--- src/rtl/mmio_display_out_if.sv ---
// Data-bus write path seen by store-side MMIO peripherals.
//   addr   : 32-bit byte address of the store
//   we     : store strobe, high for one cycle per store
//   wdata  : 32-bit store data
// The CPU side uses the master modport; peripherals use the slave modport.
// There is no read data here because the peripherals on this path are write-only.
interface mmio_display_out_if;
  logic [31:0] addr;
  logic        we;
  logic [31:0] wdata;

  modport master (output addr, output we, output wdata);
  modport slave  (input  addr, input  we, input  wdata);
endinterface

--- src/rtl/mmio_display_out.sv ---
// Store-side MMIO display peripheral.
// CPU stores load a 32-bit value shown as 8 hex digits on a multiplexed
// seven-segment display, and a 24-bit LED register. Nothing here is readable.
// Ports:
//   clk     : system clock, all state updates on the rising edge
//   rst     : synchronous reset, active-high
//   bus     : store bus (addr, we, wdata), slave side
//   dig_en  : digit enables, active-low, bit i = digit i (0 = rightmost)
//   seg     : segments {dp,g,f,e,d,c,b,a}, active-low, dp held off
//   led     : LED drive, active-high
module mmio_display_out #(
  parameter logic [31:0] DIG_ADDR = 32'hFFFF_F000,
  parameter logic [31:0] LED_ADDR = 32'hFFFF_F060,
  parameter int          SCAN_DIV = 20000
) (
  input  logic                 clk,
  input  logic                 rst,
  mmio_display_out_if.slave    bus,
  output logic [7:0]           dig_en,
  output logic [7:0]           seg,
  output logic [23:0]          led
);

  localparam int                CNT_W    = (SCAN_DIV > 1) ? $clog2(SCAN_DIV) : 1;
  localparam logic [CNT_W-1:0]  CNT_LAST = CNT_W'(SCAN_DIV - 1);

  logic [31:0]      value_q,  value_d;
  logic [23:0]      led_q,    led_d;
  logic [CNT_W-1:0] cnt_q,    cnt_d;
  logic [2:0]       idx_q,    idx_d;
  logic [7:0]       dig_en_q, dig_en_d;
  logic [7:0]       seg_q,    seg_d;

  // Hex nibble to active-low segment pattern, dp bit included and held off.
  function automatic logic [7:0] hex7(input logic [3:0] nib);
    case (nib)
      4'h0:    hex7 = 8'hC0;
      4'h1:    hex7 = 8'hF9;
      4'h2:    hex7 = 8'hA4;
      4'h3:    hex7 = 8'hB0;
      4'h4:    hex7 = 8'h99;
      4'h5:    hex7 = 8'h92;
      4'h6:    hex7 = 8'h82;
      4'h7:    hex7 = 8'hF8;
      4'h8:    hex7 = 8'h80;
      4'h9:    hex7 = 8'h90;
      4'hA:    hex7 = 8'h88;
      4'hB:    hex7 = 8'h83;
      4'hC:    hex7 = 8'hC6;
      4'hD:    hex7 = 8'hA1;
      4'hE:    hex7 = 8'h86;
      default: hex7 = 8'h8E;
    endcase
  endfunction

  always_comb begin
    // NOTE: every signal gets its hold value first so no path leaves it
    // unassigned; that is what keeps this block free of inferred latches.
    value_d  = value_q;
    led_d    = led_q;
    cnt_d    = cnt_q + CNT_W'(1);
    idx_d    = idx_q;

    // Exact full-address decode; anything else on the bus is ignored.
    if (bus.we && (bus.addr == DIG_ADDR)) value_d = bus.wdata;
    if (bus.we && (bus.addr == LED_ADDR)) led_d   = bus.wdata[23:0];

    // Scan timing is free-running and independent of stores.
    // idx is 3 bits, so 7 + 1 wraps to 0 by itself.
    if (cnt_q == CNT_LAST) begin
      cnt_d = '0;
      idx_d = idx_q + 3'd1;
    end

    // Output stage looks at the current idx/value, so the pins lag by one cycle.
    dig_en_d = ~(8'b1 << idx_q);
    seg_d    = hex7(value_q[{idx_q, 2'b00} +: 4]);
  end

  // NOTE: state registers use non-blocking assignments so every flop samples
  // the pre-edge values computed above, independent of statement order.
  always_ff @(posedge clk) begin
    if (rst) begin
      value_q  <= '0;
      led_q    <= '0;
      cnt_q    <= '0;
      idx_q    <= '0;
      dig_en_q <= 8'hFF;
      seg_q    <= 8'hFF;
    end else begin
      value_q  <= value_d;
      led_q    <= led_d;
      cnt_q    <= cnt_d;
      idx_q    <= idx_d;
      dig_en_q <= dig_en_d;
      seg_q    <= seg_d;
    end
  end

  assign dig_en = dig_en_q;
  assign seg    = seg_q;
  assign led    = led_q;

endmodule
--- src/flat_wrapper.sv ---
// flat-port wrapper written by rule: the top's interface ports become plain ports
module mmio_display_out_flat 
#(
  parameter logic [31:0] DIG_ADDR = 32'hFFFF_F000,
  parameter logic [31:0] LED_ADDR = 32'hFFFF_F060,
  parameter int          SCAN_DIV = 20000
)
  (clk, rst, dig_en, seg, led, bus_addr, bus_we, bus_wdata);
  mmio_display_out_if bus_i ();
  input  logic clk;
  input  logic rst;
  output logic [7:0] dig_en;
  output logic [7:0] seg;
  output logic [23:0] led;
  input wire logic [$bits(bus_i.addr)-1:0] bus_addr;
  input wire logic [$bits(bus_i.we)-1:0] bus_we;
  input wire logic [$bits(bus_i.wdata)-1:0] bus_wdata;
  assign bus_i.addr = bus_addr;
  assign bus_i.we = bus_we;
  assign bus_i.wdata = bus_wdata;
  mmio_display_out #(.DIG_ADDR(DIG_ADDR), .LED_ADDR(LED_ADDR), .SCAN_DIV(SCAN_DIV)) u_core (.clk(clk), .rst(rst), .bus(bus_i), .dig_en(dig_en), .seg(seg), .led(led));
endmodule
--- config.mk ---
export PLATFORM = sky130hd
export DESIGN_NAME = mmio_display_out_flat
export DESIGN_NICKNAME = d
export VERILOG_FILES = /design/src/rtl/mmio_display_out_if.sv /design/src/rtl/mmio_display_out.sv /design/src/flat_wrapper.sv
export SDC_FILE = /design/constraint.sdc
export NUM_CORES = 1
export LEC_CHECK = 0
export CAP_MARGIN = 20
export CELL_PAD_IN_SITES_DETAIL_PLACEMENT = 1
export CELL_PAD_IN_SITES_GLOBAL_PLACEMENT = 2
export CORE_MARGIN = 2
export CORE_UTILIZATION = 29
export DETAILED_ROUTE_END_ITERATION = 8
export PLACE_DENSITY_LB_ADDON = 0.1
export SKIP_CTS_REPAIR_TIMING = 1
export SYNTH_ARGS = -nofsm -noshare
export SYNTH_HDL_FRONTEND = slang
export SYNTH_SLANG_ARGS = --single-unit
--- constraint.sdc ---
create_clock -name clk -period 2.9 [get_ports clk]
set_input_delay 0.58 -clock clk [delete_from_list [all_inputs] [get_ports clk]]
set_output_delay 0.58 -clock clk [all_outputs]
set_load 0.01 [all_outputs]
==> parameters.txt <==
Parameter                              Value

Worst setup path
  Cell type of the slowest stage on the worst timing path    dfxtp_1
  Largest fanout on the critical path    6
  CP Buf/Inv Count    2
  Worst r2r src    u_core.idx_q[0]$_SDFFE_PP0N_
  Worst setup SP type    register
  WP data required    3.11 ns
  Cell chain of the critical path    buf_4 -> mux4_2 -> mux2i_1 -> inv_1 -> ha_1 -> a2111oi_0 -> a31oi_1
  Arrival time at the worst endpoint    about 2.8 ns
  Worst setup path startpoint    u_core.idx_q[0]$_SDFFE_PP0N_
  Type of destination of the critical path    register
  Top cell family by delay on the critical path    multiplexers
  Path type of the worst setup path    register to register
  Longest individual stage delay on the worst path    between 0.5 and 0.6 ns

Finish
  Area overhead of the layout relative to synthesis    41.7%
  Most common cell after layout, fill and taps aside    clkdlybuf4s50_1
  Most used cells in the layout excluding fill and tap cells    104 x clkdlybuf4s50_1, 89 x dfxtp_1, 83 x nor2_1
  Proportion of layout cells with a drive suffix above 1    approximately 8.5%
  Count of inserted antenna diode cells    0
  Final Net Count    560
  Post-layout instance area    roughly 0.0053 sq mm

Floorplan
  Chip Height    118 microns
  Effective utilization at floorplan    between 20% and 30%
  Die Footprint    between 0.01 and 0.015 sq mm
  Die width    118 microns
  Floorplan row count    a little over 40
  I/O pin total    107
  Core region area    roughly 0.013 sq mm

STA
  Crit path time final    2.58 ns
  Post-layout worst setup margin    ~0.32 ns
  Measured slew at the worst slew-check pin    between 0.7 and 0.8 ns
  Achievable Freq    ~390 MHz
  Number of pins exceeding their max-slew limit in the final report    0
  Unrepaired setup endpoints after global routing    no
  Final period utilization    88.8%
  Maximum clock skew at final layout    roughly 0.0061 ns
  Final Setup Violations    0
  Setup Total Neg Slack    0 ns
  Worst-case hold slack    between 0.4 and 0.5 ns
  Final hold violation count    0
  Relative slew slack    48.3%

Clock network
  Clock transition time at the flip-flop clock pins of the worst setup and hold paths    0.06 ns
  CTS tree    done
  Number of buffers added by the clock tree synthesis step    9
  Clock Tree Buf Depth    2
  Root cell of the clock tree    clkbuf_16
  Latest clock arrival within the worst-skew pair    about 0.35 ns
  CTS H-tree depth    3
  Total number of clock tree sinks    roughly 90

Yosys
  Synth unique cells    41
  Post-synth net total    450
  Netlist area before placement    0.00377 sq mm
  Average instance area after synthesis    slightly above 10 sq um
  Fraction of the yosys area taken by sequential cells    between 40% and 50%
  Number of synthesized flops with an enable pin    0
  YS warnings    0
  Async SR Flop Fraction    0%
  Top flip-flop cell by instance count after synthesis    dfxtp_1
  Total of flip-flops plus latches after synthesis    between 80 and 90
  Cells after synthesis    370

Global route
  Number of global-route vias before repair    between 3k and 4k
  Initial antenna violation count    0
  Maximum number of pins on one net before global-route repair    67
  Final global-route overflow total    0
  First-pass GRT wire length    around 16000 microns
  Tot GR Track Use    14.8%

Power and ir drop
  Static Leakage    between 2 and 2.5 nW
  Worst IR Drop VDD    0.327 mV
  Power density normalized to cell area    between 400 and 500 mW/mm^2

Routing
  DRC violation total after the first TritonRoute iteration    ~120
  Detail-routed via count per cell    4.55
  Average wire length per cell after detail routing    approximately 15 microns
  Vias post-DR    approximately 3k
  Count of nets left with antenna violations after detail routing    0
  Drt pass-1 iters    4
  DRC viols    0
  Drt total wl    9740 microns

Place
  Placed inst area    0.00504 sq mm
  DP HPWL    approximately 7100 microns
  Count of port buffers added during placement    between 100 and 150
  Worst Setup Slack post-DPL    approximately 0.27 ns
  Final weighted congestion in routability-driven placement    0.737

Min path
  Class of the most critical hold timing path    register to register
  Hold Crit Start    u_core.cnt_q[0]$_SDFF_PP0_

Run status
  Result of the run    finished clean

Job
  Max Cap Viol    0
[final timing paths]
check | endpoint | slack [ns] | depth (start not counted)
worst max register to register | u_core.seg[3]$_SDFF_PP1_ | 0.32 | 7
worst max-delay path | u_core.seg[3]$_SDFF_PP1_ | 0.32 | 7
worst min register to register | u_core.cnt_q[0]$_SDFF_PP0_ | 0.47 | 1
worst min-delay path | u_core.cnt_q[0]$_SDFF_PP0_ | 0.47 | 1
[metrics by stage]
step	util (%)	instances	power [mW]
CTS	42.2	657	2.62
finish	42.2	657	2.56
global placement	39.8	641	1.41
floorplan	-	370	1.30
detailed placement	39.8	641	1.41
global route	42.2	657	2.70
[cells by family after synthesis]
family | count (synthesis) | share of synthesized area (%)
buffers and inverters | 25 | 3.38
AOI/OAI and AO/OA | 22 | 3.95
other | 1 | 0.0994
DFF | 89 | 47.2
xor gates and xnor gates | 14 | 3.25
and+or+nand+nor | 134 | 16.5
adders and majority gates | 13 | 4.31
muxes | 72 | 21.3
[layer usage]
layer	vias to the layer above	global-route usage, %	wire, microns
li1	1490	-	-
met1	1435	16.7	4210
met2	50	25.9	4990
met3	13	5.23	423
met4	0	4.52	116
met5	-	0	0
[report_power, final]
group | switching (mW) | total [mW] | internal (mW)
clock network | 0.488 | 1.18 | 0.694
logic | 0.0512 | 0.147 | 0.0956
registers | 0.00505 | 1.24 | 1.23
[registers in the layout (all words and copies together), names as in the netlist]
signal          flops
u_core.cnt_q       15
u_core.dig_en       8
u_core.idx_q        3
u_core.led         24
u_core.seg          7
u_core.value_q     32
[cell type report]
type / instances / area, sq um
clock buffers: 10 / 239
clock inverters: 6 / 65.1
fillers: 1446 / 7330
inverters: 9 / 33.8
multi-input cells: 256 / 1860
flip-flops and latches: 89 / 1780
well taps: 172 / 215
repair buffers: 115 / 1150
[synthesized netlist by cell type, types with 2 or more instances]
cell type	n	area, sq um
a21oi_1	6	30.0
a31oi_1	2	12.5
and3_1	2	12.5
buf_4	5	37.5
buf_6	2	22.5
clkbuf_1	9	33.8
dfxtp_1	89	1780
ha_1	13	163
inv_1	8	30.0
mux2_2	3	33.8
mux2i_1	62	621
mux4_2	6	135
nand2_1	17	63.8
nand3_1	9	45.0
nand4_1	7	43.8
nor2_1	83	312
nor2b_1	2	12.5
nor4_1	3	18.8
o21ai_0	4	20.0
o221ai_1	3	26.3
or4_1	3	22.5
xnor2_1	7	61.3
xor2_1	7	61.3
(Power assumes the default switching activity.)
